File: src/rtl/px_sync_filt.sv
// Per-channel asynchronous-input synchronizer followed by a stability filter
// that produces registered rise, fall and rejected-glitch pulses.
module px_sync_filt #(
  parameter int                NUM_CH     = 4,
  parameter int                SYNC_STAGE = 3,
  parameter int                FILT_CNT   = 1,
  parameter logic [NUM_CH-1:0] RST_VAL    = '0
) (
  input  logic              clk,
  input  logic              rst_n,
  input  logic [NUM_CH-1:0] data_in,
  input  logic              hold,
  output logic [NUM_CH-1:0] data_out,
  output logic [NUM_CH-1:0] rise_pls,
  output logic [NUM_CH-1:0] fall_pls,
  output logic [NUM_CH-1:0] glitch_pls
);

  localparam int            CW       = (FILT_CNT > 1) ? $clog2(FILT_CNT) : 1;
  localparam logic [CW-1:0] CNT_LAST = CW'(FILT_CNT - 1);

  logic [SYNC_STAGE-1:0][NUM_CH-1:0] sync_q, sync_d;
  logic [NUM_CH-1:0][CW-1:0]         cnt_q, cnt_d;
  logic [NUM_CH-1:0]                 data_q, data_d;
  logic [NUM_CH-1:0]                 rise_q, rise_d;
  logic [NUM_CH-1:0]                 fall_q, fall_d;
  logic [NUM_CH-1:0]                 glitch_q, glitch_d;
  logic [NUM_CH-1:0]                 sq;

  // The chain shifts every cycle; hold only freezes the filter stage.
  always_comb begin
    sync_d    = sync_q;
    sync_d[0] = data_in;
    for (int j = 1; j < SYNC_STAGE; j++) begin
      sync_d[j] = sync_q[j-1];
    end
  end

  assign sq = sync_q[SYNC_STAGE-1];

  // cnt holds how many consecutive cycles sq has disagreed with data_out.
  always_comb begin
    data_d   = data_q;
    cnt_d    = cnt_q;
    rise_d   = '0;
    fall_d   = '0;
    glitch_d = '0;
    if (!hold) begin
      for (int i = 0; i < NUM_CH; i++) begin
        if (sq[i] == data_q[i]) begin
          cnt_d[i]    = '0;
          glitch_d[i] = (cnt_q[i] != '0);
        end else if (cnt_q[i] == CNT_LAST) begin
          data_d[i] = sq[i];
          cnt_d[i]  = '0;
          rise_d[i] = sq[i];
          fall_d[i] = ~sq[i];
        end else begin
          cnt_d[i] = cnt_q[i] + CW'(1);
        end
      end
    end
  end

  always_ff @(posedge clk or negedge rst_n) begin
    if (!rst_n) begin
      sync_q   <= {SYNC_STAGE{RST_VAL}};
      cnt_q    <= '0;
      data_q   <= RST_VAL;
      rise_q   <= '0;
      fall_q   <= '0;
      glitch_q <= '0;
    end else begin
      sync_q   <= sync_d;
      cnt_q    <= cnt_d;
      data_q   <= data_d;
      rise_q   <= rise_d;
      fall_q   <= fall_d;
      glitch_q <= glitch_d;
    end
  end

  assign data_out   = data_q;
  assign rise_pls   = rise_q;
  assign fall_pls   = fall_q;
  assign glitch_pls = glitch_q;

endmodule

File: config.mk
export PLATFORM = sky130hd
export DESIGN_NAME = px_sync_filt
export DESIGN_NICKNAME = d
export VERILOG_FILES = /design/src/rtl/px_sync_filt.sv
export SDC_FILE = /design/constraint.sdc
export NUM_CORES = 1
export LEC_CHECK = 0
export CELL_PAD_IN_SITES_DETAIL_PLACEMENT = 0
export CELL_PAD_IN_SITES_GLOBAL_PLACEMENT = 1
export CORE_MARGIN = 2
export CORE_UTILIZATION = 33
export CTS_CLUSTER_SIZE = 28
export DETAILED_ROUTE_END_ITERATION = 16
export PLACE_DENSITY_LB_ADDON = 0.25
export SLEW_MARGIN = 20
export SYNTH_ARGS = -nofsm -noshare
export SYNTH_HDL_FRONTEND = slang
export SYNTH_SLANG_ARGS = --single-unit
File: constraint.sdc
create_clock -name clk -period 1 [get_ports clk]
set_input_delay 0.2 -clock clk [delete_from_list [all_inputs] [get_ports clk]]
set_output_delay 0.2 -clock clk [all_outputs]
set_load 0.02 [all_outputs]
# --- Word level (Yosys, flattened, before mapping) ---
# Index checks and enable logic that the tools add are counted.
# Widths: inputs -> output; s select.
op_classes:
  reduce_logical: 4
  addsub: 4
  n_bitwise: 13
  mux: 31
  n_eq_ne: 4
op_table:
  columns: ["op", "n"]
  rows:
  - ["$mux 1", 28]
  - ["$not 1->1", 13]
  - ["$mux 4", 3]
  - ["$reduce_and 3->1", 4]
  - ["$add 1x1->1 const B", 4]
  - ["$eq 1x1->1", 4]
totals:
  out_inout_bits: 16
  inputBits: 7
  elab_cells: 70
  reg_bits: 32

# --- Logic depth before layout (Yosys ltp) ---
logic_depth:
  depth_word: 4
  depth_mapped: 4

# --- Least setup slack after synthesis ---
# No wires, ideal clock.
synth_path:
  path_type: "reg2reg"
  start: "register data_q[0] (netlist: data_out[0])"
  end: "register data_q[0] (netlist: data_out[0])"
  slack_ns: -0.161
  synth_period_minus_slack_ns: 1.161
  t_required_ns: 0.872
  path_stages_with_launch: 5
  setup_ns: 0.128
  t_arrival_ns: 1.033
  cell_sequence: "dfrtp_1 inv_1 ha_1 o21ai_0 o31ai_1"
synth_between:
  elab_chain_cells: 3
synth_rtl:
  columns: ["element", "line", "source"]
  rows:
  - ["start: declaration", "24", "logic [NUM_CH-1:0] data_q, data_d;"]
  - ["start signal: assignment", "76", "data_q <= data_d;"]
  - ["$eq 1x1->1", "50", "if (sq[i] == data_q[i]) begin"]
  - ["$not 1->1 (no source line)", null, null]
  - ["$reduce_and 3->1 (no source line)", null, null]
# Every way passes these cells.
# A chain may end at the register's enable or synchronous reset.

# --- Final worst setup path ---
layout_path:
  start: "register data_q[2] (netlist: data_out[2])"
  end: "register data_q[2] (netlist: data_out[2])"
# The elaborated chain is that of the path after synthesis.

==> impl_metrics.py <==
metrics = {
    "run_status": {
        "status": "complete, but fails checks",
        "violations": "setup timing",
    },
    "setup_path": {
        "cp_slowest_cell": "dfrtp_2",
        "cp-start-kind": "register",
        "critPathMaxStageDelay_ns": 0.45,
        "path_class": "reg2reg",
        "worstSetupEndpointType": "register",
        "cp.arrival_ns": 1.30,
        "crit_buf_inv": 2,
        "cp_data_required_time_ns": 1.20,
        "crit_family": "flip-flops",
        "crit_fanout": 3,
        "path_cells": "buf_6 > inv_4 > ha_4 > o21ai_2 > o31ai_1",
    },
    "sta": {
        "rsz0062_at_grt": "true",
        "fmax_mhz": 910,
        "clock_skew_ns": 0.00683,
        "layout_setup_ws_ns": -0.0994,
        "hold_viol": 0,
        "slew_viol_final": 0,
        "whs_ns": 0.230,
        "setup_viol": 17,
        "fin_crit_sh": 1.10,
        "timing.final.crit_period_ns": 1.10,
    },
    "cts": {
        "clock_path_buffers": 2,
        "cts_buffers": 3,
        "cts_tree": "yes",
        "cts_max_level": 1,
        "clk_root_buffer_cell": "clkbuf_4",
        "clkSinkCount": 24,
        "clk_pin_slew_worst_paths_ns": 0.13,
        "cts-hold-fix-buffers": 0,
        "clkLatencyLatePin_ns": 0.30,
    },
    "floorplanning": {
        "dieArea_sq_um": 3150,
        "die_w_um": 56.1,
        "pin_count": 23,
        "rows": 18,
        "die_h_um": 56.1,
        "coreArea_sq_um": 2520,
        "initial_core_util": 0.355,
    },
    "drt": {
        "vias": 502,
        "post_drt_wl_per_cell_um": 10.6,
        "drt_iter0_drc": 0,
        "final_antenna_net_count": 0,
        "drt_wl_total_um": 1270,
        "drc": 0,
        "dr.pass1.iters": 1,
        "avgViaCountPerCell": 4.18,
    },
    "layout": {
        "multi_input_area_sq_um": 330,
        "final_common_cell": "dfrtp_1",
        "layout.cells.non_filler": 120,
        "nNetsFinal": 106,
        "most-common-layout-cells": "dfrtp_1, buf_6, and2b_2",
        "drive_gt1_frac": 0.600,
        "fillers": 226,
        "diodes": 0,
        "final_util": 0.537,
        "design_area_sq_um": 1360,
        "syn_to_final_growth_pct": 51.3,
        "seq_area_sq_um": 606,
    },
    "logic_synthesis": {
        "ys_seq_area_frac": 0.670,
        "synth_xor_area_frac": 0,
        "synth_top_area_cell": "dfrtp_1",
        "synth_top_family_by_area": "adder cells",
        "ys_ff_latch": 24,
        "netlist_area_sq_um": 896,
        "yosysWarnings": 0,
        "synth_mux_area_frac": 0,
        "synth.area.top_cells": "dfrtp_1, ha_1, and2b_2",
        "syn_avg_cell_area_sq_um": 14.4,
        "synth_fa_ha_area_frac": 0.112,
        "synthDistinctLibCells": 9,
        "synth-simple-area-share": 0.0782,
        "syn_inst": 62,
        "synth_compound_area_frac": 0.0559,
        "yosys.area.top_type_share": 0.670,
    },
    "global_routing": {
        "antenna_found_initial": 0,
        "grt-ovfl-total": 0,
        "grt_pass1_wl_um": 2080,
        "grt_max_degree": 25,
        "grt_pass1_vias": 483,
        "grtUsageTotal": 0.0864,
    },
    "place": {
        "place_congestion": 0.603,
        "post-place-ws_ns": -0.180,
        "dp_cells": 111,
        "dp_hpwl_um": 750,
        "port_buffers": 18,
        "place_area_sq_um": 1140,
    },
    "run": {
        "max_cap_violations": 0,
    },
    "power_and_ir_drop": {
        "cellPowerDensity_nw_per_um2": 2370,
        "p_leak_nw": 0.637,
        "vdd_drop_max_uv": 1190,
    },
    "min_path": {
        "min_path_type": "in2async",
    },
}
cell usage after synthesis:
cell type  instances
ha_1               8
buf_4              4
conb_1             1
buf_6              1
inv_1              8
dfrtp_1           24
and2b_2            8
o31ai_1            4
o21ai_0            4
report_power, final:
group          leakage, nW  total [W]  switching, W  internal, W
registers            0.292    0.00124      0.000108      0.00113
clock network       0.0279   0.000675      0.000270     0.000405
logic                0.317    0.00130      0.000592     0.000705
total                0.637    0.00321      0.000971      0.00224
repair_timing:
| item | 4_1_cts | 5_1_grt |
|---|---|---|
| buffers inserted | 4 | 1 |
| cloned | 0 | 0 |
| setup endpoints to repair | 17 | 20 |
| pin swaps | 5 | 5 |
| resized for setup | 90 | 7 |
metrics by stage:
stage | power (W) | TNS [ns]
after floorplan | 0.00167 | -0.210
after global placement | 0.00203 | -3.39
after detailed placement | 0.00205 | -3.41
after CTS | 0.00312 | -1.22
after global routing | 0.00341 | -1.72
final | 0.00321 | -0.922
cell type report:
type	count	area share
Clock buffer	3	0.0166
Multi-Input combinational cell	28	0.244
Timing Repair Buffer	26	0.213
Inverter	8	0.0295
Tap cell	30	0.0277
Clock inverter	1	0.0222
Sequential cell	24	0.447
metal layers:
layer	global-route usage	wire length, um	vias to the layer above
met5	0	0	-
met4	0.0510	8	0
met3	0.0233	83	2
met2	0.131	631	15
met1	0.110	550	241
li1	-	-	244
worst paths after layout:
path,start,endpoint,slack [ns],depth (start not counted)
worst max-delay path,data_out[2],data_out[2],-0.1,5
worst min-delay path,rst_n,rise_pls[1],0.23,2
worst max register to register,data_out[2],data_out[2],-0.1,5
worst min register to register,sync_d[5],sync_d[9],0.35,0
max in group asynchronous,rst_n,data_out[1],0.62,2
min in group clk,data_in[3],sync_d[7],0.31,1
registers in the layout (all words and copies together), names as in the netlist:
name      count
sq            4
rise_pls      4
sync_d        8
fall_pls      4
data_out      4
cell families (layout without fill, tap and decap cells):
family / after synthesis / after routing
flip-flops: 24 / 24
other: 1 / 4
buffers and inverters: 13 / 38
adder cells (fa/ha/maj): 8 / 8
AND/OR/NAND/NOR: 8 / 8
AO/OA/AOI/OAI: 8 / 8
No activity file was read; power rests on OpenSTA's default activity.
